### src/rtl/syn_fifo_rd_engine.sv
// Read-side burst engine for syn_fifo: pops N entries, absorbs the read
// latency and streams words with their slot index through a 2-entry skid.
module syn_fifo_rd_engine #(
  parameter  int FIFO_ENTRIES = 16,
  parameter  int DATA_WIDTH   = 8,
  localparam int IW = $clog2(FIFO_ENTRIES),
  localparam int CW = IW + 1
) (
  input  logic                  sys_clk,
  input  logic                  sys_rst,
  input  logic                  fifo_empty,
  output logic                  fifo_rd_en,
  input  logic [DATA_WIDTH-1:0] fifo_rdata,
  input  logic                  burst_start,
  input  logic [CW-1:0]         burst_len,
  output logic                  busy,
  output logic                  done,
  output logic [CW-1:0]         rd_count,
  output logic                  m_valid,
  input  logic                  m_ready,
  output logic [DATA_WIDTH-1:0] m_data,
  output logic [IW-1:0]         m_index
);

  typedef enum logic [1:0] {
    IDLE,
    DRAIN,
    FLUSH,
    DONE
  } state_t;

  state_t state;
  state_t state_nxt;

  logic [CW-1:0]         remaining;
  logic [IW-1:0]         r_index;
  logic [IW-1:0]         inflight_tag;
  logic                  inflight;
  logic [1:0]            occ;
  logic [DATA_WIDTH-1:0] head_data;
  logic [DATA_WIDTH-1:0] tail_data;
  logic [IW-1:0]         head_idx;
  logic [IW-1:0]         tail_idx;
  logic                  vld;
  logic                  deq;
  logic                  pop;
  logic [2:0]            load;

  assign vld  = (occ != 2'd0);
  assign deq  = vld && m_ready;
  // Slots already committed once this cycle's dequeue is accounted for
  assign load = {1'b0, occ} + {2'b0, inflight} - {2'b0, deq};
  assign pop  = (state == DRAIN) && !fifo_empty
             && (remaining != '0) && (load < 3'd2);

  always_ff @(posedge sys_clk) begin
    if (sys_rst) begin
      state <= IDLE;
    end else begin
      state <= state_nxt;
    end
  end

  always_comb begin
    state_nxt = state;
    unique case (state)
      IDLE: begin
        if (burst_start) begin
          state_nxt = (burst_len != '0) ? DRAIN : DONE;
        end
      end
      DRAIN: begin
        if (pop && remaining == CW'(1)) begin
          state_nxt = FLUSH;
        end
      end
      FLUSH: begin
        if (!inflight && occ == 2'd0) begin
          state_nxt = DONE;
        end
      end
      DONE: begin
        state_nxt = IDLE;
      end
      default: begin
        state_nxt = IDLE;
      end
    endcase
  end

  always_comb begin
    busy       = (state != IDLE);
    done       = (state == DONE);
    fifo_rd_en = pop;
    m_valid    = vld;
    m_data     = head_data;
    m_index    = head_idx;
  end

  always_ff @(posedge sys_clk) begin
    if (sys_rst) begin
      remaining    <= '0;
      rd_count     <= '0;
      r_index      <= '0;
      inflight     <= 1'b0;
      inflight_tag <= '0;
    end else begin
      if (state == IDLE && burst_start) begin
        remaining <= burst_len;
        rd_count  <= '0;
      end else if (pop) begin
        remaining <= remaining - CW'(1);
        rd_count  <= rd_count + CW'(1);
      end
      inflight <= pop;
      if (pop) begin
        inflight_tag <= r_index;
        r_index      <= r_index + IW'(1);
      end
    end
  end

  // Skid buffer: head drives the stream, tail holds the overflow word
  always_ff @(posedge sys_clk) begin
    if (sys_rst) begin
      occ       <= 2'd0;
      head_data <= '0;
      head_idx  <= '0;
      tail_data <= '0;
      tail_idx  <= '0;
    end else begin
      unique case ({inflight, deq})
        2'b10: begin
          if (occ == 2'd0) begin
            head_data <= fifo_rdata;
            head_idx  <= inflight_tag;
          end else begin
            tail_data <= fifo_rdata;
            tail_idx  <= inflight_tag;
          end
          occ <= occ + 2'd1;
        end
        2'b01: begin
          head_data <= tail_data;
          head_idx  <= tail_idx;
          occ       <= occ - 2'd1;
        end
        2'b11: begin
          if (occ == 2'd1) begin
            head_data <= fifo_rdata;
            head_idx  <= inflight_tag;
          end else begin
            head_data <= tail_data;
            head_idx  <= tail_idx;
            tail_data <= fifo_rdata;
            tail_idx  <= inflight_tag;
          end
        end
        default: begin
        end
      endcase
    end
  end

endmodule

### config.mk
export PLATFORM = sky130hd
export DESIGN_NAME = syn_fifo_rd_engine
export DESIGN_NICKNAME = d
export VERILOG_FILES = /design/src/rtl/syn_fifo_rd_engine.sv
export SDC_FILE = /design/constraint.sdc
export NUM_CORES = 1
export LEC_CHECK = 0
export CAP_MARGIN = 30
export CORE_UTILIZATION = 52
export DETAILED_ROUTE_END_ITERATION = 10
export GPL_ROUTABILITY_DRIVEN = 0
export PLACE_DENSITY_LB_ADDON = 0.12
export SLEW_MARGIN = 25
export SYNTH_ARGS = -nofsm -noshare
export SYNTH_HDL_FRONTEND = slang
export SYNTH_SLANG_ARGS = --single-unit
### constraint.sdc
create_clock -name sys_clk -period 3.9 [get_ports sys_clk]
set_clock_uncertainty 0.2 [all_clocks]
set_input_delay 0.78 -clock sys_clk [delete_from_list [all_inputs] [get_ports sys_clk]]
set_output_delay 0.78 -clock sys_clk [all_outputs]
set_load 0.03 [all_outputs]
==> results.md <==
* Outcome: complete, no violations
* Tmin final at about 3.7 ns
* Port Buffers at 38
* Class of the worst hold path: reg -> reg
* Synth area leader: dfxtp_1
* EDFF count, synth at 0
* Met1 WL at between 2 and 2.5 mm
* Layout cell share with drive strength beyond 1 at 8.57%
* Nets at 310
* Cell area after synthesis at approximately 2200 sq um
* Worst reg2reg endpoint: remaining[4]
* Die height at between 60 and 70 microns
* Final WL at 4.23 mm
* Gr ovfl total at 0
* Routed length on met2 at around 1.9 mm
* Clock latency on the worst-skew pair at 0.30 ns
* Max VDD drop at 0.000459 V
* Area contributors post-synth: dfxtp_1, mux2i_1, ha_1, nor2_1, a211oi_1
* Yosys top cell area share at 42.0%
* CTS Buf Count at 5
* Overall die width at ~68 microns
* P_leak at about 1.1 nW
* Worst hold start: r_index[3]
* Max-cap viol count at 0
* Register-to-Register Path Depth at 11
* DRT iter0 DRCs at 79
* CP Max Fanout at 4
* Uppermost layer routed: met4
* Drt pass-1 iters at 4
* Total core area at ~4100 sq um
* Crit Path Category: in -> out
* Ant diodes at 0
* Ys async rst share at 0%
* R2r startpoint: occ[1]
* Post-Syn Instances at 240
* Die ar. at 4580 sq um
* Setup-failing EPs final at 0
* Syn_area_per_cell at 9.34 sq um
* Syn Nets at about 270
* DR WL/cell at 12.8 microns
* Tightest Pin Transition at 0.675 ns
* # IOs at 39
* H-tree levels at 2
* Total global-route track usage at 20.2%
* Worst Path Required at approximately 2.9 ns
* Met3 wire len at 143 microns
* Critical path's top delay family: buffers and inverters
* Worst slew margin at between 50% and 60%
* Storage element area at 941 sq um
* CTS tree: yes
* Drc violations at 0
* Power consumption at roughly 0.0019 W
* Slowest stage delay, CP at roughly 0.5 ns
* Initial antenna violation count at 0
* Area of the multi-input gates at 1200 sq um
* Post-synth top flop: dfxtp_1
* Cell with the most instances after synthesis: dfxtp_1
* Root buf cell: clkbuf_8
* Vias/cell at 5.25
* Critical-path cell list: clkdlybuf4s50_1 > nand2b_1 > xnor2_2 > nand2_1 > fa_1 > and3b_1 > nand3_4 > inv_4 > buf_4
* Commonest cells post-synth: dfxtp_1, nor2_1, mux2i_1
* Largest net degree at the start of global routing at 45
* Total negative setup slack at 0 ns
* Fmax at 0.268 GHz
* Sink Count at 47
* First-pass GRT wire length at 6.75 mm
* Worst hold endpoint: inflight_tag[3]
* Register bit count reported by yosys at 47
* Vias in the first global route at 1502
* Fin crit share at a little over nine tenths
* RSZ-0062 raised after global routing: no
* Post-route ant nets at 0
* Fillers at roughly 330
* Clock Path Buffers at 2
* Reg2reg setup slack at around 0.68 ns
* Row cnt at 23
* Max-slew violation count at 0
* WP data arrival at about 2.8 ns
* Pwr dens at 698 nW/um^2
* Synth unique cells at 42
* Post-synthesis sequential area ratio at between 40% and 50%
* Slowest CP cell: clkdlybuf4s50_1
* Worst path bufs/invs at 3
* Via count at 1734
* P&R area growth vs syn at 23.8%
* Hold depth at 2
* Warnings, synthesis at 0
* Worst setup EP type: output port
* Initial core utilization at 55.3%
* Final Hold Violating Endpoints at 0
* DP HPWL at 2.91 mm
* Clock transition at the registers of the reported paths at 0.08 ns
* CP Launch Type: input pin
* Hold Slack at 0.267 ns
## logic make-up (layout without fill, tap and decap cells)
family | Yosys count | count (layout) | share of synthesized area (%)
AOI/OAI and AO/OA | 36 | 36 | 10.8
xor gates and xnor gates | 8 | 8 | 3.46
adders and majority gates | 13 | 13 | 7.59
buffers and inverters | 24 | 64 | 4.91
DFF | 47 | 47 | 42.0
muxes | 28 | 28 | 12.8
and+or+nand+nor | 84 | 84 | 18.4
## report_power, final
group / switching, W / internal (W) / leakage, nW
logic: 0.000536 / 0.000414 / 0.647
registers: 0.0000822 / 0.000583 / 0.381
clock network: 0.000160 / 0.000161 / 0.0505
## layout make-up
class                      count  share of cell area [%]
timing repair buffer          44                    15.2
tap                           50                    2.25
multi-input combinational    169                    43.2
sequential                    47                    33.9
inverter                      12                    1.71
clock inverter                 1                   0.270
clock buffer                   7                    3.47
## tightest hold or removal path: cells and delay by family (launching register included)
family           cells  cell delay (ns)
AND/OR/NAND/NOR      1             0.05
flip-flops           1             0.32
AO/OA/AOI/OAI        1             0.05
## placed cells by master (no fill, tap or decap), drive strengths merged, types with 2 or more instances in the layout
cell / instances
nand3: 4
nor2: 39
mux2: 3
inv: 12
nand2b: 5
nor3: 2
buf: 7
or3: 4
clkdlybuf4s50: 37
a21oi: 9
a211oi: 14
nand2: 16
and4: 3
xnor2: 6
clkbuf: 7
o21ai: 5
dfxtp: 47
nor4: 3
ha: 12
xor2: 2
mux2i: 25
a221oi: 2
nand4: 3
## worst max-delay path by stage
stage / start / endpoint / slack (ns) / depth (start not counted)
after global placement: m_ready / fifo_rd_en / 0.19 / 9
after CTS: m_ready / fifo_rd_en / 0.13 / 9
after floorplan: occ[1] / fifo_rd_en / 0.56 / 11
after detailed placement: m_ready / fifo_rd_en / 0.15 / 9
final: m_ready / fifo_rd_en / 0.17 / 9
after global routing: m_ready / fifo_rd_en / 0.04 / 9
## repair_timing
item	4_1_cts	5_1_grt
endpoints found under the setup margin	0	1
gates resized for setup	0	1
hold buffers	0	0
endpoints found under the hold margin	0	0
buffers inserted	0	0
## flip-flops by register name, indices dropped and copies added (netlist names)
name,flops
occ,2
inflight,1
tail_idx,4
r_index,4
rd_count,5
tail_data,8
m_data,8
m_index,4
remaining,5
inflight_tag,4
state,2
## stage by stage
stage	setup WS [ns]	std cells	cell area, sq um	util (%)
after floorplan	0.556	240	2240	-
after global placement	0.185	322	2670	65.7
after detailed placement	0.146	322	2670	65.7
after CTS	0.128	330	2770	68.2
after global routing	0.0433	330	2780	68.4
final	0.167	330	2780	68.4
## per-layer routing
layer,track usage [%],vias up
met5,0,-
met1,27.5,789
met4,7.98,0
li1,-,913
met3,5.57,6
met2,29.8,26
(Power assumes the default switching activity.)
